File: src/rtl/load_store_unit_pkg.sv
// Shared types for the memory stage: request/writeback structs, FSM state and
// the funct3 access-size encodings.
package load_store_unit_pkg;

    localparam int unsigned cXLEN = 32;

    typedef enum logic {
        eLsuIdle,
        eLsuBusy
    } tLsuState;

    localparam logic [2:0] cLsByte  = 3'b000;
    localparam logic [2:0] cLsHalf  = 3'b001;
    localparam logic [2:0] cLsWord  = 3'b010;
    localparam logic [2:0] cLsByteU = 3'b100;
    localparam logic [2:0] cLsHalfU = 3'b101;

    typedef struct packed {
        logic             read;
        logic             write;
        logic [cXLEN-1:0] addr;
        logic [cXLEN-1:0] data;
        logic [2:0]       opType;
        logic [4:0]       rdAddr;
    } tMemOp;

    typedef struct packed {
        logic             dv;
        logic [4:0]       rdAddr;
        logic [cXLEN-1:0] data;
    } tRegOp;

    typedef struct packed {
        logic             req;
        logic             we;
        logic [cXLEN-1:0] addr;
        logic [cXLEN-1:0] wdata;
        logic [3:0]       be;
    } tBusReq;

    function automatic logic fnIsHalf(input logic [2:0] opType);
        return (opType == cLsHalf) || (opType == cLsHalfU);
    endfunction

endpackage

File: src/rtl/load_store_unit_align.sv
// Byte-lane alignment for the memory stage: store lane replication and byte
// enables, load extract/extend, and request legality checks.
module lsu_align
    import load_store_unit_pkg::*;
(
    input  logic             is_store_i,
    input  logic [2:0]       op_type_i,
    input  logic [1:0]       addr_lo_i,
    input  logic [cXLEN-1:0] st_data_i,
    output logic             legal_o,
    output logic             misalign_o,
    output logic [cXLEN-1:0] st_wdata_o,
    output logic [3:0]       be_o,
    input  logic [2:0]       ld_op_type_i,
    input  logic [1:0]       ld_offs_i,
    input  logic [cXLEN-1:0] rdata_i,
    output logic [cXLEN-1:0] ld_data_o
);

    logic [cXLEN-1:0] shifted;

    always_comb begin
        legal_o = 1'b0;
        case (op_type_i)
            cLsByte, cLsHalf, cLsWord: legal_o = 1'b1;
            cLsByteU, cLsHalfU:        legal_o = !is_store_i;
            default:                   legal_o = 1'b0;
        endcase
        misalign_o = (fnIsHalf(op_type_i) && addr_lo_i[0]) ||
                     ((op_type_i == cLsWord) && (addr_lo_i != 2'b00));
    end

    always_comb begin
        st_wdata_o = st_data_i;
        be_o       = '1;
        if (is_store_i) begin
            case (op_type_i)
                cLsByte: begin
                    st_wdata_o = {4{st_data_i[7:0]}};
                    be_o       = 4'b0001 << addr_lo_i;
                end
                cLsHalf: begin
                    st_wdata_o = {2{st_data_i[15:0]}};
                    be_o       = 4'b0011 << addr_lo_i;
                end
                default: begin
                    st_wdata_o = st_data_i;
                    be_o       = '1;
                end
            endcase
        end
    end

    always_comb begin
        shifted   = rdata_i >> {ld_offs_i, 3'b000};
        ld_data_o = shifted;
        case (ld_op_type_i)
            cLsByte:  ld_data_o = {{24{shifted[7]}}, shifted[7:0]};
            cLsHalf:  ld_data_o = {{16{shifted[15]}}, shifted[15:0]};
            cLsByteU: ld_data_o = {24'h0, shifted[7:0]};
            cLsHalfU: ld_data_o = {16'h0, shifted[15:0]};
            default:  ld_data_o = rdata_i;
        endcase
    end

endmodule

File: src/rtl/load_store_unit.sv
// Memory stage: single-outstanding data-bus transaction with byte-lane
// alignment, ack timeout, and load writeback to the register file.
module load_store_unit
    import load_store_unit_pkg::*;
#(
    parameter int unsigned pXLEN       = cXLEN,
    parameter int unsigned pAckTimeout = 255
) (
    input  logic             iClk,
    input  logic             iRstN,
    input  tMemOp            iMemOp,
    input  logic             iMemOpDv,
    output logic             oStall,
    output logic             oBusReq,
    output logic             oBusWe,
    output logic [pXLEN-1:0] oBusAddr,
    output logic [pXLEN-1:0] oBusWData,
    output logic [3:0]       oBusBe,
    input  logic             iBusAck,
    input  logic [pXLEN-1:0] iBusRData,
    output tRegOp            oRegOp,
    output logic             oExcMisalign,
    output logic             oExcBusTo
);

    localparam int unsigned     cCntW    = (pAckTimeout > 1) ? $clog2(pAckTimeout) : 1;
    localparam logic [cCntW-1:0] cCntLast = cCntW'(pAckTimeout - 1);

    tLsuState          state_q, state_d;
    logic [cCntW-1:0]  cnt_q, cnt_d;
    tBusReq            bus_q, bus_d;
    logic [2:0]        ldOp_q, ldOp_d;
    logic [1:0]        ldOffs_q, ldOffs_d;
    logic [4:0]        rd_q, rd_d;
    tRegOp             regOp_q, regOp_d;
    logic              excMis_q, excMis_d;
    logic              excTo_q, excTo_d;

    logic              legal, misalign;
    logic [cXLEN-1:0]  stWData, ldData;
    logic [3:0]        be;
    logic              reqOne, accept, reject, ackTimeout;

    lsu_align u_align (
        .is_store_i   (iMemOp.write),
        .op_type_i    (iMemOp.opType),
        .addr_lo_i    (iMemOp.addr[1:0]),
        .st_data_i    (iMemOp.data),
        .legal_o      (legal),
        .misalign_o   (misalign),
        .st_wdata_o   (stWData),
        .be_o         (be),
        .ld_op_type_i (ldOp_q),
        .ld_offs_i    (ldOffs_q),
        .rdata_i      (iBusRData),
        .ld_data_o    (ldData)
    );

    assign reqOne     = iMemOp.read ^ iMemOp.write;
    assign accept     = (state_q == eLsuIdle) && iMemOpDv && reqOne && legal && !misalign;
    assign reject     = (state_q == eLsuIdle) && iMemOpDv && reqOne && !(legal && !misalign);
    // Ack in the final counting cycle takes priority over the timeout.
    assign ackTimeout = (pAckTimeout != 0) && !iBusAck && (cnt_q == cCntLast);

    always_ff @(posedge iClk or negedge iRstN) begin
        if (!iRstN) begin
            state_q <= eLsuIdle;
        end else begin
            state_q <= state_d;
        end
    end

    always_comb begin
        state_d = state_q;
        case (state_q)
            eLsuIdle: if (accept) state_d = eLsuBusy;
            eLsuBusy: if (iBusAck || ackTimeout) state_d = eLsuIdle;
            default:  state_d = eLsuIdle;
        endcase
    end

    always_comb begin
        cnt_d    = cnt_q;
        bus_d    = bus_q;
        ldOp_d   = ldOp_q;
        ldOffs_d = ldOffs_q;
        rd_d     = rd_q;
        regOp_d  = '0;
        excMis_d = 1'b0;
        excTo_d  = 1'b0;
        case (state_q)
            eLsuIdle: begin
                if (accept) begin
                    cnt_d       = '0;
                    bus_d.req   = 1'b1;
                    bus_d.we    = iMemOp.write;
                    bus_d.addr  = {iMemOp.addr[cXLEN-1:2], 2'b00};
                    bus_d.wdata = iMemOp.write ? stWData : '0;
                    bus_d.be    = be;
                    ldOp_d      = iMemOp.opType;
                    ldOffs_d    = iMemOp.addr[1:0];
                    rd_d        = iMemOp.rdAddr;
                end
                excMis_d = reject;
            end
            eLsuBusy: begin
                if (iBusAck) begin
                    bus_d.req = 1'b0;
                    if (!bus_q.we) begin
                        regOp_d.dv     = (rd_q != 5'd0);
                        regOp_d.rdAddr = rd_q;
                        regOp_d.data   = ldData;
                    end
                end else if (ackTimeout) begin
                    bus_d.req = 1'b0;
                    excTo_d   = 1'b1;
                end else begin
                    cnt_d = cnt_q + 1'b1;
                end
            end
            default: bus_d.req = 1'b0;
        endcase
    end

    always_ff @(posedge iClk or negedge iRstN) begin
        if (!iRstN) begin
            cnt_q    <= '0;
            bus_q    <= '0;
            ldOp_q   <= '0;
            ldOffs_q <= '0;
            rd_q     <= '0;
            regOp_q  <= '0;
            excMis_q <= 1'b0;
            excTo_q  <= 1'b0;
        end else begin
            cnt_q    <= cnt_d;
            bus_q    <= bus_d;
            ldOp_q   <= ldOp_d;
            ldOffs_q <= ldOffs_d;
            rd_q     <= rd_d;
            regOp_q  <= regOp_d;
            excMis_q <= excMis_d;
            excTo_q  <= excTo_d;
        end
    end

    assign oStall       = (state_q == eLsuBusy);
    assign oBusReq      = bus_q.req;
    assign oBusWe       = bus_q.we;
    assign oBusAddr     = bus_q.addr;
    assign oBusWData    = bus_q.wdata;
    assign oBusBe       = bus_q.be;
    assign oRegOp       = regOp_q;
    assign oExcMisalign = excMis_q;
    assign oExcBusTo    = excTo_q;

endmodule

File: config.mk
export PLATFORM = sky130hd
export DESIGN_NAME = load_store_unit
export DESIGN_NICKNAME = d
export VERILOG_FILES = /design/src/rtl/load_store_unit_pkg.sv /design/src/rtl/load_store_unit_align.sv /design/src/rtl/load_store_unit.sv
export SDC_FILE = /design/constraint.sdc
export NUM_CORES = 1
export LEC_CHECK = 0
export ABC_CLOCK_PERIOD_IN_PS = 1700
export BUFFER_PORTS_ARGS = -buffer_cell sky130_fd_sc_hd__buf_2
export CORE_MARGIN = 3
export CORE_UTILIZATION = 40
export CTS_BUF_LIST = sky130_fd_sc_hd__clkbuf_4
export CTS_CLUSTER_SIZE = 12
export DETAILED_ROUTE_END_ITERATION = 10
export GPL_TIMING_DRIVEN = 0
export HOLD_SLACK_MARGIN = 0.08
export PLACE_DENSITY = 0.7
export SYNTH_ARGS = -nofsm -noshare
export SYNTH_HDL_FRONTEND = slang
export SYNTH_SLANG_ARGS = --single-unit
File: constraint.sdc
create_clock -name iClk -period 1.7 [get_ports iClk]
set_input_delay 0.085 -clock iClk [delete_from_list [all_inputs] [get_ports iClk]]
set_output_delay 0.085 -clock iClk [all_outputs]
set_load 0.005 [all_outputs]
==> flow_summary.json <==
{
  "finalCoreUtilization": 0.635,
  "p_int_mw": 6.09,
  "synth_area_leaders": "dfrtp_1, mux2_4, nand2_1",
  "dp_slack_ns": -0.318,
  "fin_nets": 990,
  "grt.overflow.total": 0,
  "root_buffer": "clkbuf_4",
  "synth.most_common_cell": "dfrtp_1",
  "tightest_slew_ns": 0.802,
  "async_flop_share": 1.00,
  "drv_slew": 0,
  "dieArea_sq_mm": 0.0159,
  "die_y_microns": 126,
  "synth_edf_count": 0,
  "drc": 0,
  "switchingPower_mw": 2.76,
  "cts_sinks": 127,
  "synth_seq_cells": 127,
  "worst_slack_ns": 0.00578,
  "fmax_ghz": 0.590,
  "area_growth_pct": 53.7,
  "crit_chain": "buf_2, dlygate4sd3_1, a221oi_4, o2111ai_4, buf_4, buf_6, mux2_4",
  "dpl.hpwl_microns": 12300,
  "vias_per_cell": 5.16,
  "cts.htree.levels": 4,
  "clock_latency_ns": 0.52,
  "ant_nets": 0,
  "p_seq_frac": 0.448,
  "port_buffers": 217,
  "critical-path-slowest-cell": "dlygate4sd3_1",
  "synth.avg_cell_area_sq_um": 11.3,
  "layout-drive-gt1-share": 0.377,
  "power_frac_clock": 0.262,
  "finalHoldViolCount": 0,
  "grt_max_degree": 71,
  "initial_core_util": 0.413,
  "finalPower_mw": 8.85,
  "finalSetupViolations": 0,
  "synthFlopType": "dfrtp_1",
  "cellPowerDensity_mw_per_mm2": 997,
  "finalWirelength_microns": 18700,
  "rows": 43,
  "yosys-top-cells-count": "dfrtp_1, nand2_1, mux2_4, o21ai_0, mux2i_1",
  "rrSetupSlack_ns": 0.04,
  "fp.coreArea_sq_mm": 0.0140,
  "slew_headroom": 0.462,
  "ir_drop_uv": 486,
  "routed-via-count": 5530,
  "max_stage_delay_ns": 0.59,
  "cts-buffers-inserted": 17,
  "drt_iter0_drc": 257,
  "antenna_found_initial": 0,
  "cp_max_fo": 10,
  "fin_crit_sh": 0.997,
  "drt_pre_antenna_iters": 4,
  "pin_count": 221,
  "place_congestion": 0.886,
  "switching_share": 0.312,
  "fill_cells": 1132,
  "first_global_vias": 5928,
  "synth_cell_types": 50,
  "post-synth-top-area-cell": "dfrtp_1",
  "clk_pin_slew_ns": 0.12,
  "syn_area_sq_mm": 0.00577,
  "crit_type": "in -> reg",
  "p_leak_nw": 4.57,
  "routedWlPerCell_microns": 17.5,
  "synthCells": 509,
  "p_comb_frac": 0.290,
  "finalHoldWorstSlack_ns": 0.156,
  "critPathArrivalTime_ns": 2.11,
  "synth.top_cell.area_share": 0.550,
  "grt_pass1_wl_microns": 29600,
  "skew_ns": 0.0139,
  "startpoint_type": "input port",
  "die_x_microns": 126,
  "finalWorstPathRequiredPeriod_ns": 1.69,
  "cts_buffer_depth": 2,
  "required_ns": 2.12,
  "worstHoldPathType": "in -> reg",
  "seq_area_frac_synth": 0.550,
  "num_antenna_cells": 0,
  "yosysWarnings": 0,
  "cp-end-kind": "flop",
  "track_usage": 0.233,
  "cts_tree": "yes",
  "drv_cap": 0,
  "outcome": "finished clean"
}
[metal layers]
layer | global-route usage | vias to the layer above | part of all wire
li1 | - | 2526 | -
met1 | 0.264 | 2653 | 0.38
met2 | 0.405 | 295 | 0.50
met3 | 0.0696 | 56 | 0.080
met4 | 0.109 | 0 | 0.034
met5 | 0 | - | 0
[layout by cell type (no fill, tap or decap), drive strengths merged, types with 2 or more instances in the layout]
cell	netlist	layout
a21o	2	2
a21oi	18	18
a22oi	7	7
a31oi	3	3
and2	5	5
buf	16	239
bufinv	0	4
clkbuf	15	31
clkinv	2	7
clkinvlp	0	5
conb	1	2
dfrtp	127	127
dlygate4sd3	0	126
ha	2	2
inv	6	7
mux2	41	41
mux2i	33	33
nand2	98	98
nand3	4	4
nand3b	3	3
nand4	2	2
nor2	20	20
nor2b	2	2
nor3	5	5
nor3b	5	5
nor4	3	3
o2111ai	1	2
o211ai	10	10
o21ai	41	41
o2bb2ai	7	7
o31ai	17	17
xor2	2	2
[metrics by stage]
stage                     TNS [ns]  cells  area, sq um
after floorplan                  0    510         5780
after global placement     -134.11    907         7090
after detailed placement     -9.34    908         7120
after CTS                        0   1067         8770
after global routing      -0.00659   1071         8880
final                            0   1071         8880
[sequential cells by signal, summed over array words and instances (netlist names)]
register	cells
ldOp_q	3
oStall	1
oBusBe	4
ldOffs_q	2
oBusWe	1
oRegOp	38
oBusAddr	30
oExcBusTo	1
cnt_q	8
oExcMisalign	1
oBusReq	1
rd_q	5
oBusWData	32
[worst max-delay path: cells and delay by family]
family | cells | cell delay (ns)
AOI/OAI and AO/OA | 2 | 0.63
buffers and inverters | 4 | 1.08
muxes | 1 | 0.31
[power groups by stage]
stage / Sequential (mW) / Clock (mW) / Combinational [mW]
floorplan: 3.96 / 0 / 1.18
global route: 4.04 / 2.53 / 2.78
finish: 3.96 / 2.32 / 2.56
detailed placement: 3.97 / 0 / 2.23
global placement: 3.94 / 0 / 2.16
CTS: 3.92 / 2.39 / 2.51
[worst paths after layout]
check | start | end | cells past startpoint
max in group asynchronous | iRstN | ldOffs_q[1] | 4
setup reg to reg | oBusWe | oRegOp[21] | 6
hold reg to reg | oBusBe[1] | oBusBe[1] | 2
hold / removal | iMemOp[5] | oBusWData[24] | 5
setup / recovery | iMemOp[72] | oBusAddr[28] | 7
min in group asynchronous | iRstN | oRegOp[37] | 3
[logic make-up after synthesis]
logic type / synth area share
AO/OA/AOI/OAI: 0.125
other: 0.000649
buffers and inverters: 0.0345
adder cells (fa/ha/maj): 0.00433
AND/OR/NAND/NOR: 0.117
flip-flops: 0.550
XOR/XNOR: 0.00455
multiplexers: 0.163
[final cells by class]
cell class,instances,area [sq um],area share
buffer,30,181,0.0204
clock inverter,15,194,0.0218
inverter,8,33.8,0.00381
multi-input combinational,345,2510,0.283
clock buffer,17,128,0.0144
sequential,127,3180,0.358
timing repair buffer,349,2420,0.273
tap,180,225,0.0254
[repair_timing]
action                                  in CTS  in global routing
resized for setup                           15                 19
pin swaps                                    1                  1
hold buffers                               126                  0
endpoints found under the setup margin      31                 58
buffers inserted                             1                  4
cloned                                       0                  1
endpoints found under the hold margin      244                  0
(Power assumes the default switching activity.)
